File: src/rtl/fifo_stream_reader_pkg.sv
// Shared definitions for the FIFO-to-stream reader: FSM encoding and output
// buffer sizing.
package fifo_stream_reader_pkg;

  typedef enum logic [1:0] {
    ST_IDLE  = 2'd0,
    ST_RUN   = 2'd1,
    ST_DRAIN = 2'd2
  } state_e;

  localparam int BUF_DEPTH = 2;
  localparam int OCC_WIDTH = $clog2(BUF_DEPTH + 1);
  localparam int PTR_WIDTH = $clog2(BUF_DEPTH);

endpackage

File: src/rtl/fifo_stream_reader_skid_buf.sv
// Two-entry output buffer between the FIFO read port and the stream interface.
// The writer must only write when an entry is free (guaranteed by the credit logic).
module stream_skid_buf
  import fifo_stream_reader_pkg::*;
#(
  parameter int DATA_WIDTH = 8
) (
  input  logic                  clk,
  input  logic                  rst_n,
  input  logic                  wr_en_i,
  input  logic [DATA_WIDTH-1:0] wr_data_i,
  input  logic                  rd_en_i,
  output logic [DATA_WIDTH-1:0] rd_data_o,
  output logic                  valid_o,
  output logic [OCC_WIDTH-1:0]  occ_o
);

  logic [DATA_WIDTH-1:0] mem_q [BUF_DEPTH];
  logic [PTR_WIDTH-1:0]  wr_ptr_q;
  logic [PTR_WIDTH-1:0]  rd_ptr_q;
  logic [OCC_WIDTH-1:0]  occ_q;
  logic [OCC_WIDTH-1:0]  occ_d;
  logic                  do_rd;

  assign do_rd     = rd_en_i && (occ_q != '0);
  assign valid_o   = (occ_q != '0);
  assign rd_data_o = mem_q[rd_ptr_q];
  assign occ_o     = occ_q;

  always_comb begin
    occ_d = occ_q;
    unique case ({wr_en_i, do_rd})
      2'b10:   occ_d = occ_q + 1'b1;
      2'b01:   occ_d = occ_q - 1'b1;
      default: occ_d = occ_q;
    endcase
  end

  always_ff @(posedge clk) begin
    if (!rst_n) begin
      // NOTE: storage is reset only because the head entry drives m_tdata,
      // which must read zero out of reset; plain data RAMs normally skip this.
      for (int i = 0; i < BUF_DEPTH; i++) mem_q[i] <= '0;
      wr_ptr_q <= '0;
      rd_ptr_q <= '0;
      occ_q    <= '0;
    end else begin
      if (wr_en_i) begin
        mem_q[wr_ptr_q] <= wr_data_i;
        wr_ptr_q        <= wr_ptr_q + 1'b1;
      end
      if (do_rd) rd_ptr_q <= rd_ptr_q + 1'b1;
      occ_q <= occ_d;
    end
  end

endmodule

File: src/rtl/fifo_stream_reader.sv
// Pops cmd_len words from a registered-output FIFO and streams them out with
// valid/ready handshaking, tagging the final word with m_tlast.
module fifo_stream_reader
  import fifo_stream_reader_pkg::*;
#(
  parameter int DATA_WIDTH = 8,
  parameter int LEN_WIDTH  = 16
) (
  input  logic                  clk,
  input  logic                  rst_n,
  input  logic                  cmd_start,
  input  logic [LEN_WIDTH-1:0]  cmd_len,
  output logic                  busy,
  output logic                  done,
  output logic                  fifo_r_en,
  input  logic                  fifo_empty,
  input  logic [DATA_WIDTH-1:0] fifo_data,
  output logic [DATA_WIDTH-1:0] m_tdata,
  output logic                  m_tvalid,
  input  logic                  m_tready,
  output logic                  m_tlast
);

  state_e               state_q, state_d;
  logic [LEN_WIDTH-1:0] rem_q, rem_d;
  logic [LEN_WIDTH-1:0] beat_cnt_q, beat_cnt_d;
  logic [LEN_WIDTH-1:0] len_q, len_d;
  logic [LEN_WIDTH-1:0] len_m1;
  logic                 inflight_q;
  logic                 zero_done_q, zero_done_d;
  logic [OCC_WIDTH-1:0] occ;
  logic [2:0]           pending;
  logic                 accept;
  logic                 has_credit;

  stream_skid_buf #(
    .DATA_WIDTH (DATA_WIDTH)
  ) u_buf (
    .clk       (clk),
    .rst_n     (rst_n),
    .wr_en_i   (inflight_q),
    .wr_data_i (fifo_data),
    .rd_en_i   (m_tready),
    .rd_data_o (m_tdata),
    .valid_o   (m_tvalid),
    .occ_o     (occ)
  );

  assign accept = m_tvalid && m_tready;

  // The beat leaving this cycle frees its slot at the same edge a new pop
  // would land, so counting it keeps one word per cycle with no overflow.
  assign pending    = 3'(occ) + 3'(inflight_q) - 3'(accept);
  assign has_credit = (pending < 3'(BUF_DEPTH));

  assign fifo_r_en = (state_q == ST_RUN) && (rem_q != '0) && has_credit && !fifo_empty;
  assign len_m1    = len_q - 1'b1;
  assign m_tlast   = m_tvalid && (beat_cnt_q == len_m1);
  assign busy      = (state_q != ST_IDLE);
  assign done      = zero_done_q || ((state_q == ST_DRAIN) && accept && m_tlast);

  always_comb begin
    // NOTE: every _d gets a default before any branch, so no path can leave
    // one unassigned and infer a latch.
    state_d     = state_q;
    rem_d       = rem_q;
    beat_cnt_d  = beat_cnt_q;
    len_d       = len_q;
    zero_done_d = 1'b0;

    if (fifo_r_en) rem_d = rem_q - 1'b1;
    if (accept)    beat_cnt_d = beat_cnt_q + 1'b1;

    unique case (state_q)
      ST_IDLE: begin
        if (cmd_start) begin
          if (cmd_len == '0) begin
            zero_done_d = 1'b1;
          end else begin
            state_d    = ST_RUN;
            rem_d      = cmd_len;
            len_d      = cmd_len;
            beat_cnt_d = '0;
          end
        end
      end
      ST_RUN: begin
        if (rem_d == '0) state_d = ST_DRAIN;
      end
      ST_DRAIN: begin
        if (accept && m_tlast) state_d = ST_IDLE;
      end
      default: state_d = ST_IDLE;
    endcase
  end

  always_ff @(posedge clk) begin
    if (!rst_n) begin
      state_q     <= ST_IDLE;
      rem_q       <= '0;
      beat_cnt_q  <= '0;
      len_q       <= '0;
      inflight_q  <= 1'b0;
      zero_done_q <= 1'b0;
    end else begin
      state_q     <= state_d;
      rem_q       <= rem_d;
      beat_cnt_q  <= beat_cnt_d;
      len_q       <= len_d;
      inflight_q  <= fifo_r_en;
      zero_done_q <= zero_done_d;
    end
  end

endmodule

File: config.mk
export PLATFORM = sky130hd
export DESIGN_NAME = fifo_stream_reader
export DESIGN_NICKNAME = d
export VERILOG_FILES = /design/src/rtl/fifo_stream_reader_pkg.sv /design/src/rtl/fifo_stream_reader_skid_buf.sv /design/src/rtl/fifo_stream_reader.sv
export SDC_FILE = /design/constraint.sdc
export NUM_CORES = 1
export LEC_CHECK = 0
export ABC_AREA = 0
export CORE_ASPECT_RATIO = 1.2
export CORE_MARGIN = 5
export CORE_UTILIZATION = 25
export DETAILED_ROUTE_END_ITERATION = 7
export PLACE_DENSITY = 0.52
export SLEW_MARGIN = 20
export SYNTH_ARGS = -nofsm -noshare
export SYNTH_HDL_FRONTEND = slang
export SYNTH_SLANG_ARGS = --single-unit
File: constraint.sdc
create_clock -name clk -period 3.4 [get_ports clk]
set_clock_uncertainty 0.05 [all_clocks]
set_input_delay 0.68 -clock clk [delete_from_list [all_inputs] [get_ports clk]]
set_output_delay 0.68 -clock clk [all_outputs]
set_load 0.01 [all_outputs]
; Word-level counts from Yosys, hierarchy flattened
; Memory sizes are Yosys's and may differ from the RTL's. A register that Yosys moved wholly into a read port is not among the register bits.
; Cells that the tools add are included.
[totals]
output_inout_bits = 13
mem_count = 1
ram_bits = 16
reg_bits = 56
elab_cells = 75
in_bits = 29
[op_classes]
n_mux = 24
order_cmp = 1
reduce_logical = 21
n_eq_ne = 9
n_addsub = 9
n_bitwise = 1
[mem_list]
columns = name, words, width, rd, rd_ports_with_merged_regs, wr, line
row1 = u_buf.mem_q, 2, 8, 1, 1, 2, fifo_stream_reader_skid_buf.sv:18  ; logic [DATA_WIDTH-1:0] mem_q [BUF_DEPTH];
[op_table]
columns = op, n
row1 = 16-bit 2-to-1 mux, 8
row2 = 16-bit zero test, 2
row3 = 16-bit by 1-bit subtractor with 16-bit output (second input constant), 2
row4 = 16-bit by 1-bit adder with 16-bit output (second input constant), 1
row5 = 16-bit == test, 1
row6 = 16-bit nonzero test, 1
row7 = 1-bit 2-to-1 mux, 9
row8 = 1-bit logical AND, 8
row9 = 2-bit 2-to-1 mux, 4
row10 = 8-bit 2-to-1 mux, 1
row11 = 8-bit OR reduction, 1
row12 = 2-bit case mux with 3 select lines, 1
row13 = 3-bit AND reduction, 2
row14 = 2-bit nonzero test, 3
row15 = 2-bit by 1-bit == test with 1-bit output (second input constant), 2
row16 = 2-bit == test (second input constant), 2
row17 = 2-bit by 1-bit != test with 1-bit output (second input constant), 2
row18 = 2-bit != test (second input constant), 2
row19 = 2-bit case mux with 2 select lines, 1
row20 = 4-bit AND reduction, 1
row21 = 2-bit by 1-bit adder with 3-bit output, 1
row22 = 3-bit by 2-bit less-than comparator with 1-bit output (second input constant), 1
row23 = 3-bit by 1-bit subtractor with 3-bit output, 1
row24 = 1-bit adder (second input constant), 2
row25 = 6 further kinds, 6

; Longest topological paths before layout
[depth]
depth_word = 10
mapped_depth = 11
mapped_depth_nobuf = 11

; Cells and area by module
; Synthesis repeated with hierarchy kept, for this count alone.
[unflattened]
cells_unflattened = 438
area_unflattened_um2 = 3788.6
[modules_own_cells]
columns = module, area_per_inst_um2, cells_each, n_inst
row1 = fifo_stream_reader, 2891.5, 363, 1
row2 = stream_skid_buf, 897.1, 75, 1

; Worst setup path before layout
; OpenSTA, ideal clock, no wires.
[synth_timing]
path_type = reg2out
start = register len_q[0]
end = output port done
n_path_buf = 1
path_slack_ns = 0.381
path_stages_with_launch = 11
t_required_ns = 2.670
arrival_time_ns = 2.289
path_cell_list = dfxtp_1 -> inv_1 -> ha_1 -> buf_4 -> nor4b_1 -> nand3_1 -> xnor2_1 -> and3_1 -> a311oi_1 -> nor3_1 -> a41o_1
[synth_via]
elab_chain_cells = 5
[synth_lines]
columns = item, line
row1 = start: declaration, fifo_stream_reader.sv:27  ; logic [LEN_WIDTH-1:0] len_q, len_d;
row2 = start signal: assignment, fifo_stream_reader.sv:109  ; len_q <= len_d;
row3 = 16-bit by 1-bit subtractor with 16-bit output, fifo_stream_reader.sv:57  ; assign len_m1 = len_q - 1'b1;
row4 = 16-bit == test, fifo_stream_reader.sv:58  ; assign m_tlast = m_tvalid && (beat_cnt_q == len_m1);
row5 = 1-bit logical AND, fifo_stream_reader.sv:58
row6 = 1-bit logical AND, fifo_stream_reader.sv:60  ; assign done = zero_done_q || ((state_q == ST_DRAIN) && accept && m_tlast);
row7 = 1-bit logical OR, fifo_stream_reader.sv:60
row8 = end: declaration, fifo_stream_reader.sv:14  ; output logic done,
; Every way passes these cells.

; Worst setup path in the final report
[layout_timing]
start = register len_q[1]
end = output port done
; Same word-level chain as after synthesis.

==> metrics.md <==
| Metric | Value |
|---|---|
| Clock Path Buffers | `2` |
| Internal Power | `1.93 mW` |
| CTS root buffer | `clkbuf_16` |
| Crit path cell chain | `inv_2 -> ha_4 -> or4b_4 -> nor4_4 -> xnor2_1 -> o311ai_2 -> nand2_2 -> nor3_2 -> a41o_1 -> buf_2` |
| Slew margin rel. | `47.3%` |
| Final period utilization | `98.8%` |
| Fmax achieved | `roughly 300 MHz` |
| Finished Cell Area | `5100 um^2` |
| Flop-to-flop setup slack | `0.48 ns` |
| CP Launch Point | `len_q[1]` |
| Period minus WS final | `around 3.4 ns` |
| Crit path DAT | `between 2 and 3 ns` |
| CTS buffer count | `9` |
| DRC viols | `0` |
| Run status | `finished clean` |
| Vias/cell | `roughly 4.5` |
| Initial Util | `25.6%` |
| Die width | `approximately 120 um` |
| First-pass GRT wire length | `16300 um` |
| Worst setup SP type | `flip-flop` |
| Synth cell types | `54` |
| Switching power | `790 uW` |
| CP peak stage delay | `between 0.4 and 0.5 ns` |
| Sequential-to-total area share from yosys stat | `about 42%` |
| Post-synth EDFFs | `16` |
| Hold Crit Class | `flip-flop to flip-flop` |
| Skew-Pair Late Insertion Delay | `between 0.3 and 0.4 ns` |
| Final hold slack | `~0.43 ns` |
| Htree depth | `3` |
| Critical Path Sink Type | `output port` |
| Worst r2r path cells | `11` |
| Fin nets | `around 540` |
| Syn nets | `around 460` |
| Levels on crit path | `10` |
| CP Data Required Time | `2.67 ns` |
| Initial DRC count | `~120` |
| Post-DP HPWL | `roughly 7400 um` |
| Clk pwr share | `between 30 and 40%` |
| Comb pwr share | `25.3%` |
| Area of the mapped netlist | `3840 um^2` |
| CTS tree | `yes` |
| Detail Route Antenna Nets | `0` |
| Die ar. | `between 15000 and 20000 um^2` |
| CP endpoint | `done` |
| Die H | `146 um` |
| Area grow syn2layout | `32.8%` |
| #FFs+latches synth | `73` |
| Yosys warning total | `0` |
| Via count | `3223` |
| Antenna diode count | `0` |
| CP top delay family | `simple AND/OR/NAND/NOR gates` |
| Row count | `between 40 and 50` |
| RR Startpoint | `u_buf.occ_o[0]` |
| Sink Count | `73` |
| Synth Flop Type | `dfxtp_1` |
| Critical path class | `flip-flop to output port` |
| Clk slew on worst S/H paths | `about 0.060 ns` |
| Peak supply drop | `around 0.00022 V` |
| GRT overflow | `0` |
| CP bufs+invs | `2` |
| Fin. Hold Viols | `0` |
| Vias in the first global route | `approximately 3300` |
| Post-DP Area | `between 4000 and 5000 um^2` |
| Global placement routability congestion | `0.795` |
| Worst path slowest cell | `or4b_4` |
| Actual slew at the worst max-slew pin | `0.785 ns` |
| R2R Path End | `state_q[0]` |
| Crit Path Max Fanout | `2` |
| WL final | `9770 um` |
| Antenna violations before repair | `0` |
| Max-cap viol count | `0` |
| Core area | `15000 um^2` |
| Final setup violation count | `0` |
| Total Routing Usage GR | `11.4%` |
| Async S/R FF share, synth | `0%` |
| Unrepaired setup endpoints after global routing | `true` |
| Sw Ratio | `29.1%` |
| Max Slew Vio Count | `0` |
| Port bufs | `41` |
| WL/cell | `~14 um` |
| Num ports | `42` |
| Cells after synthesis | `430` |
| Fin Setup TNS | `0 ns` |
| LEAKAGE | `between 1.5 and 2 nW` |
| Share of post-route cells with drive strength above 1 | `~18%` |
| Router iterations before antenna repair | `4` |
| Pin count of the biggest net entering global routing | `49` |
| Flop pwr share | `37.1%` |
| Power Dens Cells | `approximately 530 nW/um^2` |
| Syn_area_per_cell | `a little under 9 um^2` |
-- per-stage QoR --
| stage | utilization [%] | total power, mW | worst slack [ns] | instances |
|---|---|---|---|---|
| 2_1_floorplan | - | 1.42 | 0.381 | 430 |
| 3_3_place_gp | 31.2 | 1.64 | -0.452 | 692 |
| 3_5_place_dp | 31.2 | 1.66 | -0.441 | 692 |
| 4_1_cts | 33.7 | 2.72 | -0.0347 | 710 |
| 5_1_grt | 34.0 | 2.86 | -0.119 | 711 |
| 6_report | 34.0 | 2.72 | 0.0395 | 711 |
-- worst min-delay path, stage by stage, from the launching register on --
cell     delay (ns)
dfxtp_1        0.32
inv_1          0.05
o21ai_0        0.07
-- cell usage in the layout, fill, tap and decap left out, types with 2 or more instances in the layout --
cell type        synthesis  routed
clkdlybuf4s50_1          0      37
nand3_1                 17      17
o211ai_1                 2       2
mux2_2                   8       8
or4_1                    4       4
o2111ai_1                2       2
o21ai_0                 40      39
buf_4                    1      37
edfxtp_1                16      16
nor3_4                   1       2
ha_1                     4       3
and3_1                  10      10
and2_1                  18      18
nand4_1                  6       6
mux2i_1                  2       2
nor3_2                   0       2
nor4_1                   7       7
or3_1                    2       2
a21oi_1                  6       6
nor4_4                   2       2
clkbuf_16                0       9
nor2b_1                  5       4
o41ai_1                  4       3
dfxtp_1                 57      55
bufinv_16                0       2
dfxtp_2                  0       2
nor2_1                  34      34
nand2_1                 42      41
xor2_1                  26      26
xnor2_1                 27      27
and4_1                   2       2
inv_1                   24      22
buf_2                    1       3
nor3_1                  16      13
nand2b_1                 3       3
inv_2                    0       2
-- sequential cells by signal, summed over array words and instances (netlist names), named ones only --
register,flops
zero_done_q,1
u_buf.occ_o,2
beat_cnt_q,16
u_buf.mem_q,16
state_q,2
u_buf.rd_ptr_q,1
len_q,16
inflight_q,1
u_buf.wr_ptr_q,1
rem_q,16
-- worst min path at each step --
stage | startpoint | end | slack, ns | depth (start not counted)
5_1_grt | len_q[15] | len_q[15] | 0.44 | 2
3_3_place_gp | len_q[15] | len_q[15] | 0.42 | 2
3_5_place_dp | len_q[15] | len_q[15] | 0.42 | 2
2_1_floorplan | len_q[15] | len_q[15] | 0.41 | 2
6_report | len_q[15] | len_q[15] | 0.43 | 2
4_1_cts | len_q[15] | len_q[15] | 0.44 | 2
-- cell type report --
class,count,area (um^2)
Fill cell,1574,9920
Inverter,24,90.1
Multi-Input combinational cell,315,2130
Sequential cell,73,1620
Clock buffer,9,225
Tap cell,204,255
Clock inverter,7,93.8
Timing Repair Buffer,79,687
-- layer usage --
layer	vias up	global-route usage (%)	part of all wire, %
met2	47	19.9	52
met5	-	0	0
met4	0	3.32	1.4
met1	1525	13.9	44
met3	9	2.41	2.8
li1	1642	-	-
-- cell families after synthesis --
kind of cell               share of synthesized area [%]
and+or+nand+nor                                     24.6
buffers and inverters                               4.43
AOI/OAI and AO/OA                                   12.0
DFF                                                 42.2
adders and majority gates                           1.82
muxes                                               2.87
xor gates and xnor gates                            12.1
-- synthesized netlist by cell type (3+ instances only) --
| library cell | number | share of area [%] |
|---|---|---|
| xnor2_1 | 27 | 6.2 |
| nor2_1 | 34 | 3.3 |
| nor4_1 | 7 | 1.1 |
| and3_1 | 10 | 1.6 |
| a21oi_1 | 6 | 0.78 |
| inv_1 | 24 | 2.3 |
| edfxtp_1 | 16 | 13 |
| and2_1 | 18 | 2.9 |
| o21ai_0 | 40 | 5.2 |
| nand4_1 | 6 | 0.98 |
| nand2b_1 | 3 | 0.49 |
| mux2_2 | 8 | 2.3 |
| nor3_1 | 16 | 2.1 |
| or4_1 | 4 | 0.78 |
| xor2_1 | 26 | 5.9 |
| clkbuf_1 | 15 | 1.5 |
| o41ai_1 | 4 | 0.91 |
| dfxtp_1 | 57 | 30 |
| nand2_1 | 42 | 4.1 |
| ha_1 | 4 | 1.3 |
| nand3_1 | 17 | 2.2 |
| nor2b_1 | 5 | 0.81 |
-- power groups by stage --
stage	clock network [mW]	logic [mW]	registers, mW
2_1_floorplan	0	0.404	1.02
3_3_place_gp	0	0.622	1.02
3_5_place_dp	0	0.634	1.03
4_1_cts	1.05	0.667	1.01
5_1_grt	1.09	0.753	1.02
6_report	1.02	0.688	1.01
-- what timing repair did --
item	4_1_cts	5_1_grt
hold endpoints to repair	0	0
gates resized for setup	26	7
hold buffers	0	0
setup endpoints to repair	3	2
setup buffers	3	1
pin swaps	8	6
Note: power is estimated with default switching activity, not from simulation.
